## src/rtl/map_fme7_pkg.sv

```systemverilog
// Shared definitions for the FME-7 mapper family: command codes, mirroring
// encodings and save-state register indices.
package map_fme7_pkg;

  typedef enum logic [3:0] {
    CMD_CHR0, CMD_CHR1, CMD_CHR2, CMD_CHR3,
    CMD_CHR4, CMD_CHR5, CMD_CHR6, CMD_CHR7,
    CMD_PRG6, CMD_PRG8, CMD_PRGA, CMD_PRGC,
    CMD_MIRROR, CMD_IRQCTL, CMD_CNTLO, CMD_CNTHI
  } cmd_e;

  typedef enum logic [1:0] {
    MIR_VERT, MIR_HORZ, MIR_ONE0, MIR_ONE1
  } mirror_e;

  localparam logic [7:0] SS_PRG6   = 8'd8;
  localparam logic [7:0] SS_PRG8   = 8'd9;
  localparam logic [7:0] SS_PRGA   = 8'd10;
  localparam logic [7:0] SS_PRGC   = 8'd11;
  localparam logic [7:0] SS_CTRL   = 8'd12;
  localparam logic [7:0] SS_CMD    = 8'd13;
  localparam logic [7:0] SS_CNT_LO = 8'd14;
  localparam logic [7:0] SS_CNT_HI = 8'd15;
  localparam logic [7:0] SS_ID     = 8'd127;
  localparam logic [7:0] MAPPER_ID = 8'd69;

endpackage

```

## src/rtl/fme7_irq.sv

```systemverilog
// FME-7 16-bit down-counter with enable/irq-enable control and pending flag.
// Byte writes and control writes take priority over the decrement/wrap.
module fme7_irq (
  input  logic        clk_i,
  input  logic        rst_ni,
  input  logic        freeze_i,
  input  logic        ctrl_we_i,
  input  logic        lo_we_i,
  input  logic        hi_we_i,
  input  logic        st_we_i,
  input  logic [7:0]  wdat_i,
  output logic [15:0] cnt_o,
  output logic        ctrl7_o,
  output logic        ctrl0_o,
  output logic        pend_o,
  output logic        irq_o
);

  logic [15:0] cnt_q, cnt_d;
  logic        ctrl7_q, ctrl7_d;
  logic        ctrl0_q, ctrl0_d;
  logic        pend_q, pend_d;
  logic        run, wrap;

  assign run  = ctrl7_q && !freeze_i;
  assign wrap = run && (cnt_q == '0) && !lo_we_i && !hi_we_i;

  always_comb begin
    cnt_d   = cnt_q;
    ctrl7_d = ctrl7_q;
    ctrl0_d = ctrl0_q;
    pend_d  = pend_q;
    // A byte write freezes the other byte for that edge as well.
    if (lo_we_i || hi_we_i) begin
      if (lo_we_i) cnt_d[7:0]  = wdat_i;
      if (hi_we_i) cnt_d[15:8] = wdat_i;
    end else if (run) begin
      cnt_d = cnt_q - 16'd1;
    end
    if (ctrl_we_i) begin
      ctrl7_d = wdat_i[7];
      ctrl0_d = wdat_i[0];
      pend_d  = 1'b0;
    end else if (st_we_i) begin
      ctrl7_d = wdat_i[4];
      ctrl0_d = wdat_i[3];
      pend_d  = wdat_i[2];
    end else if (wrap && ctrl0_q) begin
      pend_d = 1'b1;
    end
  end

  always_ff @(negedge clk_i or negedge rst_ni) begin
    if (!rst_ni) begin
      cnt_q   <= '0;
      ctrl7_q <= 1'b0;
      ctrl0_q <= 1'b0;
      pend_q  <= 1'b0;
    end else begin
      cnt_q   <= cnt_d;
      ctrl7_q <= ctrl7_d;
      ctrl0_q <= ctrl0_d;
      pend_q  <= pend_d;
    end
  end

  assign cnt_o   = cnt_q;
  assign ctrl7_o = ctrl7_q;
  assign ctrl0_o = ctrl0_q;
  assign pend_o  = pend_q;
  assign irq_o   = pend_q;

endmodule

```

## src/rtl/map_069.sv

```systemverilog
// Mapper 69 (FME-7): PRG/CHR bank registers, mirroring, save-state port.
// Define MAP069_WRAM_EN to map work RAM into $6000-$7FFF.
module map_069
  import map_fme7_pkg::*;
#(
  parameter int unsigned PRG_AW = 19,
  parameter int unsigned CHR_AW = 18
) (
  input  logic              m2,
  input  logic              map_rst_n,
  input  logic [15:0]       cpu_addr,
  input  logic [7:0]        cpu_dat,
  input  logic              cpu_rw,
  input  logic              cpu_ce,
  input  logic [13:0]       ppu_addr,
  input  logic              ppu_oe,
  input  logic              ss_act,
  input  logic              ss_we,
  input  logic [7:0]        ss_addr,
  output logic [PRG_AW-1:0] prg_addr,
  output logic [CHR_AW-1:0] chr_addr,
  output logic              rom_ce,
  output logic              ram_ce,
  output logic              ram_we,
  output logic              ciram_a10,
  output logic              ciram_ce,
  output logic              irq,
  output logic [7:0]        ss_rdat
);

  localparam int unsigned PB = PRG_AW - 13;
  localparam int unsigned CB = CHR_AW - 10;

  cmd_e       cmd_q, cmd_d;
  mirror_e    mirror_q, mirror_d;
  logic [7:0] reg8_q, reg8_d;
  logic [7:0] chr_q [8];
  logic [7:0] chr_d [8];
  logic [7:0] prg_q [3];
  logic [7:0] prg_d [3];

  logic        cpu_we, cmd_we, dat_we, ss_wr, wram_win;
  logic        ctrl_we, lo_we, hi_we, st_we;
  logic [15:0] cnt;
  logic        ctrl7, ctrl0, pend;
  logic [31:0] prg_ext, chr_ext;
  logic        unused_ok;

  assign cpu_we   = !cpu_ce && !cpu_rw && !ss_act;
  assign cmd_we   = cpu_we && (cpu_addr[14:13] == 2'd0);
  assign dat_we   = cpu_we && (cpu_addr[14:13] == 2'd1);
  assign ss_wr    = ss_act && ss_we;
  assign ctrl_we  = dat_we && (cmd_q == CMD_IRQCTL);
  assign lo_we    = (dat_we && (cmd_q == CMD_CNTLO)) || (ss_wr && (ss_addr == SS_CNT_LO));
  assign hi_we    = (dat_we && (cmd_q == CMD_CNTHI)) || (ss_wr && (ss_addr == SS_CNT_HI));
  assign st_we    = ss_wr && (ss_addr == SS_CTRL);

  always_comb begin
    cmd_d    = cmd_q;
    mirror_d = mirror_q;
    reg8_d   = reg8_q;
    chr_d    = chr_q;
    prg_d    = prg_q;
    if (cmd_we) cmd_d = cmd_e'(cpu_dat[3:0]);
    if (dat_we) begin
      case (cmd_q)
        CMD_PRG6:   reg8_d   = cpu_dat;
        CMD_PRG8:   prg_d[0] = cpu_dat;
        CMD_PRGA:   prg_d[1] = cpu_dat;
        CMD_PRGC:   prg_d[2] = cpu_dat;
        CMD_MIRROR: mirror_d = mirror_e'(cpu_dat[1:0]);
        CMD_IRQCTL, CMD_CNTLO, CMD_CNTHI: ;
        default:    chr_d[cmd_q[2:0]] = cpu_dat;
      endcase
    end
    if (ss_wr) begin
      if (ss_addr < 8'd8) begin
        chr_d[ss_addr[2:0]] = cpu_dat;
      end else begin
        case (ss_addr)
          SS_PRG6: reg8_d   = cpu_dat;
          SS_PRG8: prg_d[0] = cpu_dat;
          SS_PRGA: prg_d[1] = cpu_dat;
          SS_PRGC: prg_d[2] = cpu_dat;
          SS_CTRL: mirror_d = mirror_e'(cpu_dat[1:0]);
          SS_CMD:  cmd_d    = cmd_e'(cpu_dat[3:0]);
          default: ;
        endcase
      end
    end
  end

  always_ff @(negedge m2 or negedge map_rst_n) begin
    if (!map_rst_n) begin
      cmd_q    <= CMD_CHR0;
      mirror_q <= MIR_VERT;
      reg8_q   <= '0;
      for (int unsigned i = 0; i < 8; i++) chr_q[i] <= '0;
      for (int unsigned i = 0; i < 3; i++) prg_q[i] <= '0;
    end else begin
      cmd_q    <= cmd_d;
      mirror_q <= mirror_d;
      reg8_q   <= reg8_d;
      chr_q    <= chr_d;
      prg_q    <= prg_d;
    end
  end

  fme7_irq u_irq (
    .clk_i     (m2),
    .rst_ni    (map_rst_n),
    .freeze_i  (ss_act),
    .ctrl_we_i (ctrl_we),
    .lo_we_i   (lo_we),
    .hi_we_i   (hi_we),
    .st_we_i   (st_we),
    .wdat_i    (cpu_dat),
    .cnt_o     (cnt),
    .ctrl7_o   (ctrl7),
    .ctrl0_o   (ctrl0),
    .pend_o    (pend),
    .irq_o     (irq)
  );

  // Banks are widened to 32 bits so any address width can take its low slice.
  always_comb begin
    prg_ext = {26'd0, reg8_q[5:0]};
    if (cpu_addr[15]) begin
      case (cpu_addr[14:13])
        2'd0:    prg_ext = {24'd0, prg_q[0]};
        2'd1:    prg_ext = {24'd0, prg_q[1]};
        2'd2:    prg_ext = {24'd0, prg_q[2]};
        default: prg_ext = '1;
      endcase
    end
  end

  assign chr_ext  = {24'd0, chr_q[ppu_addr[12:10]]};
  assign prg_addr = {prg_ext[PB-1:0], cpu_addr[12:0]};
  assign chr_addr = {chr_ext[CB-1:0], ppu_addr[9:0]};
  assign wram_win = (cpu_addr[15:13] == 3'b011);

`ifdef MAP069_WRAM_EN
  assign rom_ce = cpu_addr[15] || (wram_win && !reg8_q[6]);
  assign ram_ce = wram_win && reg8_q[6] && reg8_q[7];
  assign ram_we = ram_ce && !cpu_rw;
`else
  assign rom_ce = cpu_addr[15] || wram_win;
  assign ram_ce = 1'b0;
  assign ram_we = 1'b0;
`endif

  always_comb begin
    case (mirror_q)
      MIR_VERT: ciram_a10 = ppu_addr[10];
      MIR_HORZ: ciram_a10 = ppu_addr[11];
      MIR_ONE0: ciram_a10 = 1'b0;
      default:  ciram_a10 = 1'b1;
    endcase
  end
  assign ciram_ce = !ppu_addr[13];

  always_comb begin
    ss_rdat = 8'hFF;
    if (ss_addr < 8'd8) begin
      ss_rdat = chr_q[ss_addr[2:0]];
    end else begin
      case (ss_addr)
        SS_PRG6:   ss_rdat = reg8_q;
        SS_PRG8:   ss_rdat = prg_q[0];
        SS_PRGA:   ss_rdat = prg_q[1];
        SS_PRGC:   ss_rdat = prg_q[2];
        SS_CTRL:   ss_rdat = {3'b000, ctrl7, ctrl0, pend, mirror_q};
        SS_CMD:    ss_rdat = {4'h0, cmd_q};
        SS_CNT_LO: ss_rdat = cnt[7:0];
        SS_CNT_HI: ss_rdat = cnt[15:8];
        SS_ID:     ss_rdat = MAPPER_ID;
        default:   ss_rdat = 8'hFF;
      endcase
    end
  end

  // PPU read strobe plays no part in address generation.
  assign unused_ok = ^{ppu_oe, prg_ext, chr_ext};

endmodule
```

## config.mk

```make
export PLATFORM = sky130hd
export DESIGN_NAME = map_069
export DESIGN_NICKNAME = d
export VERILOG_FILES = /design/src/rtl/map_fme7_pkg.sv /design/src/rtl/fme7_irq.sv /design/src/rtl/map_069.sv
export SDC_FILE = /design/constraint.sdc
export NUM_CORES = 1
export LEC_CHECK = 0
export CAP_MARGIN = 30
export CELL_PAD_IN_SITES_DETAIL_PLACEMENT = 0
export CELL_PAD_IN_SITES_GLOBAL_PLACEMENT = 1
export CORE_MARGIN = 2
export CORE_UTILIZATION = 48
export CTS_CLUSTER_DIAMETER = 40
export DETAILED_ROUTE_END_ITERATION = 8
export GPL_TIMING_DRIVEN = 0
export PLACE_DENSITY = 0.94
export SYNTH_ARGS = -nofsm -noshare
export SYNTH_HDL_FRONTEND = slang
export SYNTH_SLANG_ARGS = --single-unit
```

## constraint.sdc

```tcl
create_clock -name m2 -period 5.3 [get_ports m2]
set_input_delay 1.06 -clock m2 [delete_from_list [all_inputs] [get_ports m2]]
set_output_delay 1.06 -clock m2 [all_outputs]
set_load 0.005 [all_outputs]
```

==> results.json, run 1 <==
{
  "place_ws_ps": -1110,
  "hold_class": "reg2reg",
  "whs_ps": 453,
  "setup_viol": 17,
  "crit_chain": "nand2b_1 > o21ai_0 > a211oi_1 > o32a_1 > a31oi_1 > buf_2",
  "dieArea_um2": 16300,
  "yosys.area.top_type_share": 0.411,
  "worst_setup_path_start_kind": "register",
  "drive_gt1_frac": 0.496,
  "fp-row-count": 45,
  "p_leak_nw": 4.39,
  "maxSlewViolCount": 0,
  "hold_viol_final": 0,
  "final_cell_mix": "dfrtn_1 (121), mux2_2 (99), buf_4 (68)",
  "grt_remaining_overflow": 0,
  "synth_compound_area_frac": 0.112,
  "synth_async_sr_flop_share": 1.00,
  "outcome": "complete, but fails checks",
  "synthCells": 608,
  "drt_iter0_drc": 745,
  "critPathSlowestCell": "dfrtn_1",
  "ios": 104,
  "die_x_um": 128,
  "dpl-instance-area_um2": 8450,
  "synth_mux_area_frac": 0.320,
  "synth_top_area_cell": "dfrtn_1",
  "synth_edf_count": 0,
  "clk_pin_slew_worst_paths_ps": 40,
  "synthAdderAreaFrac": 0.00340,
  "routabilityCongestion": 0.934,
  "cp.arrival_ps": 4620,
  "avgSynthCellArea_um2": 12.1,
  "worstSetupPathType": "reg2out",
  "synthesis.area_um2": 7360,
  "synth-xor-area-share": 0.00119,
  "tritoncts": "done",
  "critPathTopFamily": "compound AO/OA/AOI/OAI gates",
  "cts.htree.levels": 4,
  "viasPerCell": 6.57,
  "fin_nets": 801,
  "synthTopCellsByArea": "dfrtn_1 (41%), mux2_2 (18%), mux4_2 (11%)",
  "antenna_found_initial": 0,
  "drv_cap": 0,
  "vdd_drop_max_v": 0.000239,
  "drc": 0,
  "synth_top_family_by_area": "multiplexers",
  "start_util": 0.488,
  "vias": 6215,
  "p_per_area_nw_per_um2": 324,
  "worstPathRequired_ps": 4240,
  "fin_area_um2": 9890,
  "area_growth_pct": 34.2,
  "synth_cell_types": 64,
  "relSlewSlack": 0.411,
  "ys_warn_count": 0,
  "grt_usage": 0.288,
  "critPathMaxFanout": 2,
  "clock_latency_ps": 400,
  "final.setup.tns_ps": -2630,
  "clockBufferDepth": 2,
  "skew_ps": 4.84,
  "n_antenna_cell": 0,
  "ant_nets": 0,
  "violations": "setup timing",
  "cts_made_buffers": 17,
  "yosys.area_share.simple": 0.0946,
  "first_pass_iters": 5,
  "die_h_um": 128,
  "ys_seq_area_frac": 0.411,
  "ys_ff_latch": 121,
  "avgRoutedWirePerCell_um": 24.8,
  "drt_wl_total_um": 23500,
  "mostFrequentLayoutCell": "dfrtn_1",
  "clock-sinks": 121,
  "setup_ws_ps": -379,
  "synth_ff_type": "dfrtn_1",
  "core-area_um2": 15100,
  "grt_max_degree": 77,
  "tightest_slew_ps": 877,
  "path_buf_inv": 1,
  "clockRootBuffer": "clkbuf_16",
  "grt_pass1_vias": 6163,
  "slowest_delay_ps": 430,
  "power_w": 0.00321,
  "endpoint_kind": "primary output",
  "grt_setup_unrepaired": "true",
  "grt_pass1_wl_um": 35300,
  "dp_hpwl_um": 15300,
  "port_buffers": 72
}
==> metal layers <==
metal,up-vias,part of all wire,track usage
li1,2586,-,-
met1,3135,0.39,0.373
met2,403,0.48,0.467
met3,91,0.088,0.0739
met4,0,0.039,0.112
met5,-,0,0
==> layout make-up <==
class                           instances  area (um^2)
Timing Repair Buffer                  126         1170
Sequential cell                       121         3030
Multi-Input combinational cell        407         4330
Tap cell                              188          235
Clock buffer                           19          443
Fill cell                            1034         5200
Inverter                               15         57.6
Clock inverter                         12          270
Buffer                                 58          353
==> flip-flops by register name, summed over array words and instances (netlist names) <==
name           count
chr_q             64
cmd_q              4
mirror_q           2
prg_q             24
reg8_q             8
u_irq.cnt_o       16
u_irq.ctrl0_o      1
u_irq.ctrl7_o      1
u_irq.irq_o        1
==> Yosys cell counts, drive strengths merged, types with 4 or more instances <==
cell type,number
nor4,8
a21oi,11
nand2,30
o21ai,20
a211oi,8
buf,41
nor2,23
o221ai,7
mux2i,16
clkbuf,25
a31oi,8
nand3,6
mux4,37
a22oi,10
or3,6
and3,4
nor3,13
dfrtn,121
o22ai,5
mux2,121
a221oi,5
nand2b,8
o22a,5
nor2b,4
and2,4
inv,14
==> final timing paths <==
kind,startpoint,end,slack [ps],cells after the start
setup reg to reg,u_irq.cnt_o[3],u_irq.cnt_o[12],2950,6
setup / recovery,cmd_q[3],ss_rdat[3],-380,6
hold reg to reg,prg_q[14],prg_q[14],450,1
max in group asynchronous,map_rst_n,chr_q[29],1400,2
hold / removal,prg_q[14],prg_q[14],450,1
min in group asynchronous,map_rst_n,u_irq.cnt_o[4],3130,1
==> power by group <==
group | switching (W) | internal (W)
clock network | 0.000437 | 0.000986
logic | 0.000293 | 0.000344
registers | 0.0000973 | 0.00105
==> metrics by stage <==
stage                     utilization  instances
after floorplan                     -        609
after global placement          0.558        869
after detailed placement        0.560        871
after CTS                       0.643        937
after global routing            0.655        946
final                           0.655        946
==> repair_timing <==
item,in CTS,in global routing
pin swaps,36,15
endpoints found under the hold margin,0,0
setup endpoints to repair,144,122
gates resized for setup,167,54
buffers inserted,41,11
hold buffers,0,0
==> kinds of logic after synthesis <==
family / after synthesis
DFF: 121
muxes: 174
buffers and inverters: 81
and+or+nand+nor: 121
other: 1
xor gates and xnor gates: 1
AOI/OAI and AO/OA: 107
adders and majority gates: 2
Note: power is estimated with default switching activity, not from simulation.
==> run 2, diff against run 1 <==
--- a/config.mk
+++ b/config.mk
@@ -11,6 +11,7 @@
 export CORE_MARGIN = 2
 export CORE_UTILIZATION = 48
 export CTS_CLUSTER_DIAMETER = 40
+export CTS_CLUSTER_SIZE = 12
 export DETAILED_ROUTE_END_ITERATION = 8
 export GPL_TIMING_DRIVEN = 0
 export PLACE_DENSITY = 0.94
==> results of run 2 <==
The final DEF is identical to that of run 1; final timing and power are the same.
